[config.mk]
export PLATFORM = sky130hd
export DESIGN_NAME = fht_result_reader
export DESIGN_NICKNAME = d
export VERILOG_FILES = /design/src/rtl/fht_result_reader.sv
export SDC_FILE = /design/constraint.sdc
export NUM_CORES = 1
export LEC_CHECK = 0
export ABC_AREA = 1
export CAP_MARGIN = 30
export CORE_MARGIN = 4
export CORE_UTILIZATION = 40
export CTS_CLUSTER_SIZE = 25
export DETAILED_ROUTE_END_ITERATION = 10
export GPL_TIMING_DRIVEN = 0
export RECOVER_POWER = 50
export SLEW_MARGIN = 10
export SYNTH_ARGS = -nofsm -noshare
export SYNTH_HDL_FRONTEND = slang
export SYNTH_SLANG_ARGS = --single-unit
[constraint.sdc]
create_clock -name iCLK -period 2.6 [get_ports iCLK]
set_clock_uncertainty 0.2 [all_clocks]
set_input_delay 0.26 -clock iCLK [delete_from_list [all_inputs] [get_ports iCLK]]
set_output_delay 0.26 -clock iCLK [all_outputs]
set_load 0.01 [all_outputs]
[src/rtl/fht_result_reader.sv]
// Streams a finished FHT frame out of four bank RAMs as one sample per cycle,
// re-ordering each address line into bank order through a small 8-word FIFO.
module fht_result_reader #(
    parameter int D_BIT = 16,
    parameter int A_BIT = 8
) (
    input  logic               iCLK,
    input  logic               iRESET,
    input  logic               iFHT_RDY,
    input  logic               iSTART_RD,
    output logic [A_BIT-1:0]   oADDR_RD,
    input  logic [D_BIT-1:0]   iDATA_0,
    input  logic [D_BIT-1:0]   iDATA_1,
    input  logic [D_BIT-1:0]   iDATA_2,
    input  logic [D_BIT-1:0]   iDATA_3,
    output logic [D_BIT-1:0]   oDATA,
    output logic               oVALID,
    input  logic               iREADY,
    output logic [A_BIT+1:0]   oIDX,
    output logic               oLAST,
    output logic               oBUSY,
    output logic               oDONE,
    output logic               oABORT
);

    typedef enum logic [1:0] {
        IDLE,
        READ,
        DRAIN
    } state_t;

    localparam logic [A_BIT-1:0] LAST_ADDR = {A_BIT{1'b1}};
    localparam logic [A_BIT+1:0] LAST_IDX  = {(A_BIT+2){1'b1}};

    state_t           state;
    logic [D_BIT-1:0] fifo_mem [8];
    logic [2:0]       wr_ptr;
    logic [2:0]       rd_ptr;
    logic [3:0]       count;
    logic             in_flight;
    logic [A_BIT-1:0] addr;
    logic [A_BIT+1:0] out_idx;
    logic             done_q;
    logic             abort_q;

    logic fifo_valid;
    logic pop;
    logic push;
    logic can_issue;
    logic last_out;

    // A line may only be issued when the FIFO is guaranteed room for it and
    // for any line already on its way back from the RAM.
    always_comb begin
        fifo_valid = (count != 4'd0);
        pop        = fifo_valid && iREADY;
        push       = in_flight;
        last_out   = (out_idx == LAST_IDX);
        can_issue  = (state == READ) &&
                     ((count + (in_flight ? 4'd4 : 4'd0)) <= 4'd4);
    end

    always_ff @(posedge iCLK) begin
        if (!iRESET) begin
            state     <= IDLE;
            wr_ptr    <= 3'd0;
            rd_ptr    <= 3'd0;
            count     <= 4'd0;
            in_flight <= 1'b0;
            addr      <= '0;
            out_idx   <= '0;
            done_q    <= 1'b0;
            abort_q   <= 1'b0;
        end else begin
            done_q  <= 1'b0;
            abort_q <= 1'b0;
            case (state)
                IDLE: begin
                    if (iSTART_RD && iFHT_RDY) begin
                        state     <= READ;
                        addr      <= '0;
                        wr_ptr    <= 3'd0;
                        rd_ptr    <= 3'd0;
                        count     <= 4'd0;
                        in_flight <= 1'b0;
                        out_idx   <= '0;
                    end
                end
                default: begin
                    if (!iFHT_RDY) begin
                        // The core withdrew its result: throw away everything buffered.
                        state     <= IDLE;
                        wr_ptr    <= 3'd0;
                        rd_ptr    <= 3'd0;
                        count     <= 4'd0;
                        in_flight <= 1'b0;
                        addr      <= '0;
                        out_idx   <= '0;
                        abort_q   <= 1'b1;
                    end else begin
                        if (push) begin
                            wr_ptr <= wr_ptr + 3'd4;
                        end
                        if (pop) begin
                            rd_ptr  <= rd_ptr + 3'd1;
                            out_idx <= out_idx + 1'b1;
                        end
                        count     <= count + (push ? 4'd4 : 4'd0) - (pop ? 4'd1 : 4'd0);
                        in_flight <= can_issue;
                        if (can_issue) begin
                            if (addr == LAST_ADDR) begin
                                state <= DRAIN;
                            end else begin
                                addr <= addr + 1'b1;
                            end
                        end
                        if ((state == DRAIN) && pop && last_out) begin
                            state  <= IDLE;
                            addr   <= '0;
                            done_q <= 1'b1;
                        end
                    end
                end
            endcase
        end
    end

    // Returned line lands one cycle after its issue edge, stored in bank order.
    always_ff @(posedge iCLK) begin
        if (in_flight) begin
            fifo_mem[wr_ptr]        <= iDATA_0;
            fifo_mem[wr_ptr + 3'd1] <= iDATA_1;
            fifo_mem[wr_ptr + 3'd2] <= iDATA_2;
            fifo_mem[wr_ptr + 3'd3] <= iDATA_3;
        end
    end

    assign oADDR_RD = addr;
    assign oVALID   = fifo_valid;
    assign oDATA    = fifo_valid ? fifo_mem[rd_ptr] : '0;
    assign oIDX     = out_idx;
    assign oLAST    = fifo_valid && last_out;
    assign oBUSY    = (state != IDLE);
    assign oDONE    = done_q;
    assign oABORT   = abort_q;

endmodule

After elaboration in Yosys (flattened, before gate mapping)
Memories as Yosys holds them, arrays and structs flattened. A register that Yosys moved wholly into a read port is not among the register bits.
Index checks and enable logic that the tools add are counted.

operators by class
  bitwise gates (word level) = 2
  equality and inequality tests = 10
  add/subtract/negate cells = 9
  reduce and logical (&&, ||, !) cells = 15
  $lt $le $gt $ge = 1
  multiplexer cells = 38

operators with widths
  kind                   count
  $mux 8                 6
  $mux 10                4
  $mux 3                 10
  $mux 16                1
  $mux 2                 6
  $mux 4                 3
  $add 10x1->10 const B  1
  $eq 10x10->1 const B   1
  $add 8x1->8 const B    1
  $eq 8x8->1 const B     1
  $mux 1                 8
  $ne 4x1->1 const B     2
  $add 3x1->3 const B    2
  $add 3x2->3 const B    2
  $logic_and 1x1->1      6
  $ne 3x1->1 const B     2
  $reduce_and 3->1       2
  $add 4x3->4            1
  $le 4x3->1 const B     1
  $ne 4x2->1 const B     1
  $reduce_and 2->1       2
  $reduce_bool 4->1      1
  $sub 4x1->4            1
  $add 3x3->3 const B    1
  other kinds (8)        9

storage, ports and cells
  memories = 1
  register bits after elaboration = 33
  memory bits (writable) = 128
  logic and storage cells = 85

memory list
  memory    words  bits a word  rd ports  clocked after memory_dff  wr ports  line  text
  fifo_mem  8      16           1         1                         4         36    logic [D_BIT-1:0] fifo_mem [8];

Logic depth before layout (Yosys ltp)
Gate-level depths: netlist of the first run.

  depth after elaboration = 8
  depth in mapped cells = 11
  mapped depth without buffers = 11

Least setup slack after synthesis of the first run
OpenSTA, ideal clock, no wires.

  path type = reg2reg
  start = reg in_flight
  end = mem fifo_mem[2][12], data pin
  stages on the path, launching flop included = 7
  data arrival time = 2088 ps
  setup time = 265 ps
  setup slack = 47 ps
  path buffers = 1
  period minus slack after synthesis = 2553 ps
  cell sequence = dfxtp_1 inv_1 nor2_1 clkinv_1 clkbuf_1 nand2_1 o21ai_0

RTL lines
  element                 line  text
  from (decl)             40    logic in_flight;
  from (signal assigned)  109   in_flight <= can_issue;
  to (decl)               36

==> metrics, run 1 <==
outcome=complete, no violations; Static Leak=0.003811 µW; simple-gate share of the synthesized area=0.1678; Remaining DRCs=0; Final Non-Filler Cells=1243; Total Nets Final=1046; number of I/O pins=108; CP max stage delay=0.36 ns; Die Ht=147.6 µm; initial antenna violation count=0; number of port buffers=106; Hold Path Class=reg -> reg; H-tree depth=4; finished layout cell area=9918 µm²; Setup CP Type=reg -> out; largest family of logic cells by synthesized area=simple AND/OR/NAND/NOR gates; #FFs+latches synth=162; DR WL/cell=19.15 µm; post-place setup slack=-0.2850 ns; final setup margin=0.09423 ns; Max VDD drop=0.4707 mV; GRT Total Usage=0.2190; Starting Density=0.4115; Synth Area in XOR/XNOR=0.004491; TritonCTS clock tree=yes; first-pass GRT wire length=35870 µm; WP data required=2.14 ns; Post-Synthesis Cells=837; CTS clk-pin slew, worst paths=0.06 ns; Final setup viols=0; Critical Path AT=2.05 ns; Sink Count=162; GR Overflow Total=0; type of element capturing the critical path=output port; CP bufs+invs=3; layout overhead on the synthesized area=27.16%; via count=6568; vias in the first global route=6294; Slew Limit Fails=0; Crit path top cell by count=nor2_1; P per Cell Area=582.1 nW/µm²; width of the die=147.6 µm; Cell Chain, Critical Path=buf_6, clkbuf_8, nor2_1, o32ai_1, o21ai_0, nor2_1, dlygate4sd2_1; most area-consuming cells after synthesis=edfxtp_1, o21ai_0, dfxtp_1; top cell type by total area after synthesis=edfxtp_1; slew margin rel.=0.1438; Adder-Cell Fraction of Synth Area=0.009625; Yosys top cell area share=0.4928; Clock Latency Late Sink=0.43 ns; die area=21800 µm²; mux cell area share after synthesis=0; GPL Wtd Cong=0.8271; area post-placement=9259 µm²; layout cells sized above 1=0.1017; CORE AREA=18960 µm²; CP top delay family=buffers and inverters; Fmax=0.3991 GHz; Final min period=2.506 ns; Synth cell types=38; Avg Vias per Cell=5.284; Post-Synthesis Net Count=912; Hold Vio Cnt, Final=0; Detail Route Antenna Nets=0; largest net degree at the start of global routing=17; Slew @ Worst Pin=1.283 ns; placed cells=1206; Mean Syn Cell Area=9.319 µm²; fin crit share=0.9638; Startpoint Class=register; n_diodes=0; Power Total=5774 µW; initial DRC count=681; Num CTS Buffers=17; slowest stage cell, crit path=dfxtp_1; CP Max Fanout=10; Post-Syn Area=7800 µm²; CTS root buffer=clkbuf_16; final wirelength=23800 µm; DR pass1 iterations=5; number of cell rows=50; utilization after layout=0.5232; post-DP HPWL=16120 µm; clock tree buffer depth=2; Max-Cap Viols=0; sequential area share after synthesis=0.5800; Compound-Gate Fraction of Synth Area=0.1590; Syn. warnings=0
-- cell type report --
cell class / instances / area (µm²)
inverter: 90 / 357.8
tap: 260 / 325.3
buffer: 68 / 394.1
sequential: 162 / 4528
clock inverter: 11 / 91.34
multi-input combinational: 514 / 2644
fill: 1754 / 9037
clock buffer: 20 / 436.7
timing repair buffer: 118 / 1141
-- stage by stage --
stage	TNS, ns	hold WS [ns]
2_1_floorplan	0	0.1827
3_3_place_gp	-86.76	0.2498
3_5_place_dp	-12.71	0.2557
4_1_cts	-5.666	0.2610
5_1_grt	-0.06027	0.2781
6_report	0	0.2547
-- worst reg2reg max path, stage by stage (launching register included) --
cell,delay [ns]
dfxtp_1,0.39
inv_1,0.15
nor2_1,0.67
dlymetal6s2s_1,0.70
-- cell usage in the layout, fill, tap and decap left out, drive strengths merged --
| cell type | n |
|---|---|
| a22oi | 1 |
| buf | 15 |
| nor3b | 1 |
| clkinvlp | 6 |
| nor2 | 165 |
| xnor2 | 3 |
| dlygate4sd2 | 14 |
| dlygate4sd3 | 38 |
| xor2 | 1 |
| nand3 | 17 |
| clkinv | 9 |
| edfxtp | 128 |
| o32ai | 32 |
| clkbuf | 84 |
| o22ai | 3 |
| nand2 | 92 |
| a21oi | 22 |
| a21o | 1 |
| inv | 85 |
| nand4 | 8 |
| ha | 6 |
| nor3 | 5 |
| a211oi | 1 |
| o21a | 1 |
| a21boi | 2 |
| dlymetal6s2s | 3 |
| clkdlybuf4s50 | 52 |
| dfxtp | 34 |
| o21ai | 153 |
| bufinv | 1 |
-- cells by family (layout without fill, tap and decap cells) --
logic type               Yosys count  in the layout
AND/OR/NAND/NOR                  288            288
XOR/XNOR                           4              4
adder cells (fa/ha/maj)            6              6
AO/OA/AOI/OAI                    216            216
flip-flops                       162            162
buffers and inverters            161            307
-- where the power goes --
group / switching [µW] / internal [µW] / total (µW)
combinational: 365 / 267 / 632
sequential: 19.5 / 2810 / 2830
clock: 1010 / 1300 / 2310
-- per-layer routing --
metal / global-route usage / vias to the layer above / share of wire
met3: 0.04997 / 45 / 0.099
li1: - / 3121 / -
met4: 0.06803 / 0 / 0.022
met1: 0.2960 / 3069 / 0.42
met5: 0 / - / 0
met2: 0.3526 / 333 / 0.46
-- cell usage after synthesis --
cell type and number:
nor3_1 3, o21ai_0 153, nand3_1 14, edfxtp_1 128, nand2_2 6, a21o_1 1
a22oi_1 1, buf_2 5, nand2_8 1, o22ai_1 3, nand3_4 2, nor2_1 158
a21boi_2 1, dfxtp_1 34, inv_1 83, a21oi_4 1, nand3_2 1, nand4_1 8
nor3b_1 1, clkbuf_1 65, nand2_4 3, clkinv_1 1, ha_1 6, nor2_4 2
buf_4 1, xor2_1 1, a21oi_1 21, a21boi_0 1, inv_4 1, a211oi_2 1
nor2_8 4, nand2_1 82, o32ai_1 32, nor3_2 2, nor2_2 1, inv_2 5
xnor2_1 3, o21a_1 1
-- path summary, 6_finish.rpt --
path,startpoint,end,slack (ns),cells past startpoint
max,register,oDATA[13],0.09,7
min,rd_ptr[2],register,0.25,2
max reg2reg,in_flight,fifo_mem[1][12],0.11,3
min reg2reg,rd_ptr[2],register,0.25,2
-- timing repair --
| action | CTS | global route |
|---|---|---|
| buffers inserted | 4 | 4 |
| pin swaps | 1 | 1 |
| resized for setup | 70 | 16 |
| hold endpoints to repair | 1 | 0 |
| hold buffers | 1 | 0 |
| endpoints found under the setup margin | 105 | 116 |
-- state kept, by name, summed over array words and instances, names as in the netlist, named ones only --
| register | flops |
|---|---|
| fifo_mem | 128 |
| oIDX | 10 |
| oADDR_RD | 8 |
| count | 4 |
| rd_ptr | 3 |
| state | 2 |
| in_flight | 1 |
| oABORT | 1 |
| oDONE | 1 |
| wr_ptr | 1 |
Note: power is estimated with default switching activity, not from simulation.
==> inputs of run 2 (changes only) <==
--- a/config.mk
+++ b/config.mk
@@ -10,4 +10,5 @@
 export CORE_MARGIN = 4
 export CORE_UTILIZATION = 40
+export CTS_BUF_LIST = sky130_fd_sc_hd__clkbuf_4 sky130_fd_sc_hd__clkbuf_8 sky130_fd_sc_hd__clkbuf_16
 export CTS_CLUSTER_SIZE = 25
 export DETAILED_ROUTE_END_ITERATION = 10
==> constraint.sdc (replaced) <==
create_clock -name iCLK -period 2.6 [get_ports iCLK]
set_clock_uncertainty 0.2 [all_clocks]
set_input_delay 0.78 -clock iCLK [delete_from_list [all_inputs] [get_ports iCLK]]
set_output_delay 0.78 -clock iCLK [all_outputs]
set_load 0.01 [all_outputs]
==> run 2 against run 1 <==
Effect of this change:
- the run now ends with negative setup slack left
- combinational power increased by 19%
- count of clock-buffer cells in the layout unchanged
- cell area increased by 3.7%
- global-route usage grew 0.38 points
- first-iteration DRC count up 8.7%
- register-to-register slack barely moved
- sequential cell count unchanged
- critical path type unchanged
- largest power group unchanged
- highest routed layer unchanged
==> metrics, run 2 (same netlist as run 1, synthesis figures left out) <==
fin crit share=1.097 (+0.1334); FF-to-FF Start=in_flight; layout overhead on the synthesized area=31.91%; Sink Count=162 (unchanged); Fmax=0.3505 GHz (-12%); Reg2Reg Setup Slack=0.12 ns (about the same); CTS root buffer=clkbuf_16; CTS Hold Bufs=0 (-1); max reg flops=128 (unchanged); hold-critical path depth=2 (unchanged); clock tree buffer depth=2 (unchanged); Clock Latency Late Sink=0.42 ns (about the same); number of cell rows=50 (unchanged); failing checks=negative setup slack; GRT Total Usage=0.2228 (+0.003798); RSZ-0062 raised after global routing=true; Startpoint Class=register; Critical Path AT=1.87 ns (-0.18 ns); DR WL/cell=19.55 µm (+2.1%); placed cells=1206 (unchanged); WP data required=1.62 ns (-0.52 ns); GR Overflow Total=0 (unchanged); Detail Route Antenna Nets=0 (unchanged); Max VDD drop=0.4706 mV (about the same); CP Max Fanout=10 (unchanged); type of element capturing the critical path=output port; Remaining DRCs=0 (unchanged); Starting Density=0.4115 (unchanged); Total Nets Final=1061 (+1.4%); number of I/O pins=108 (unchanged); Hold Path Class=reg -> reg; P per Cell Area=575.8 nW/µm² (-1.1%); hold path startpoint=rd_ptr[2]; Hold Vio Cnt, Final=0 (unchanged); Reg2Reg Depth=7 (+4); final setup margin=-0.2527 ns (-0.3469 ns); commonest non-fill, non-tap cell in the layout=nor2_1; Final setup viols=16 (+16); Setup CP Type=reg -> out; via count=6689 (+1.8%); utilization after layout=0.5428 (+0.01954); GPL Wtd Cong=0.8271 (unchanged); width of the die=147.6 µm (unchanged); Num CTS Buffers=17 (unchanged); slew margin rel.=0.1182 (-0.02564); n_diodes=0 (unchanged); Slew Limit Fails=0 (unchanged); Static Leak=0.003813 µW (about the same); initial DRC count=740 (+8.7%); Most flops, register=fifo_mem; die area=21800 µm² (unchanged); post-place setup slack=-0.8050 ns (-0.5200 ns); most frequent cells in the layout=nor2_1, o21ai_0, edfxtp_1; layout cells sized above 1=0.1754 (+0.07362); TritonCTS clock tree=yes; Final min period=2.853 ns (+0.3469 ns); final wirelength=24600 µm (+3.4%); fillcell total=1705 (-2.8%); Max-Cap Viols=0 (unchanged); reg2reg end=fifo_mem[3][11]; Slew @ Worst Pin=1.321 ns (+0.03842 ns); outcome=complete, but fails checks; post-DP HPWL=16120 µm (unchanged); DR pass1 iterations=5 (unchanged); CORE AREA=18960 µm² (unchanged); Die Ht=147.6 µm (unchanged); first-pass GRT wire length=36450 µm (+1.6%); vias in the first global route=6408 (+1.8%); Avg Vias per Cell=5.317 (+0.63%); largest net degree at the start of global routing=17 (unchanged); Final Non-Filler Cells=1258 (+1.2%); H-tree depth=4 (unchanged); CTS clk-pin slew, worst paths=0.06 ns (about the same); initial antenna violation count=0 (unchanged); number of port buffers=106 (unchanged)
[run 2: timing repair]
action	CTS	global route
setup buffers	13	8
hold endpoints to repair	0	0
pin swaps	13	29
gates cloned	2	1
setup endpoints to repair	106	76
resized for setup	168	68
[run 2: stage by stage]
step	power, µW	area, µm²	hold WS (ns)	TNS, ns
detailed placement	3487	9259	0.2557	-21.39
global route	6117	10290	0.2851	-4.800
global placement	3482	9186	0.2498	-95.42
finish	5924	10290	0.2549	-3.122
floorplan	3211	7800	0.2334	0
CTS	5873	10130	0.2610	-3.286
[run 2: critical path: stages (launching register included)]
cell and delay [ns]:
dfxtp_4 0.37, buf_12 0.15, clkbuf_16 0.18, nor2_1 0.06
o32ai_2 0.25, nor2_1 0.10, nor2_1 0.11, clkdlybuf4s15_2 0.23
[run 2: report_power, final]
group / switching (µW) / leakage, µW / internal [µW]
registers: 22.6 / 0.00143 / 2820
logic: 409 / 0.00212 / 341
clock network: 1000 / 0.000265 / 1330
[run 2: worst max path at each step]
stage	end	slack (ns)	cells after the start
global placement	fifo_mem[3][4]	-1.69	6
detailed placement	oDATA[0]	-0.81	7
finish	oDATA[12]	-0.25	7
floorplan	fifo_mem[2][12]	0.05	6
global route	oDATA[13]	-0.32	8
CTS	oDATA[1]	-0.27	8
[run 2: final cells by class]
class	instances	area, µm²	area share
multi-input cells	514	2833	0.2753
repair inverters	1	8.758	0.0008513
inverters	90	371.6	0.03612
clock buffers	20	447.9	0.04354
clock inverters	11	91.34	0.008878
well taps	260	325.3	0.03162
repair buffers	132	1190	0.1157
flip-flops and latches	162	4542	0.4414
plain buffers	68	479.2	0.04658
[run 2: per-layer routing]
metal	vias up	global-route usage	routed length (µm)
met5	-	0	0
met1	3163	0.2991	10230
met4	0	0.07549	490
li1	3154	-	-
met3	43	0.05303	2271
met2	329	0.3563	11610
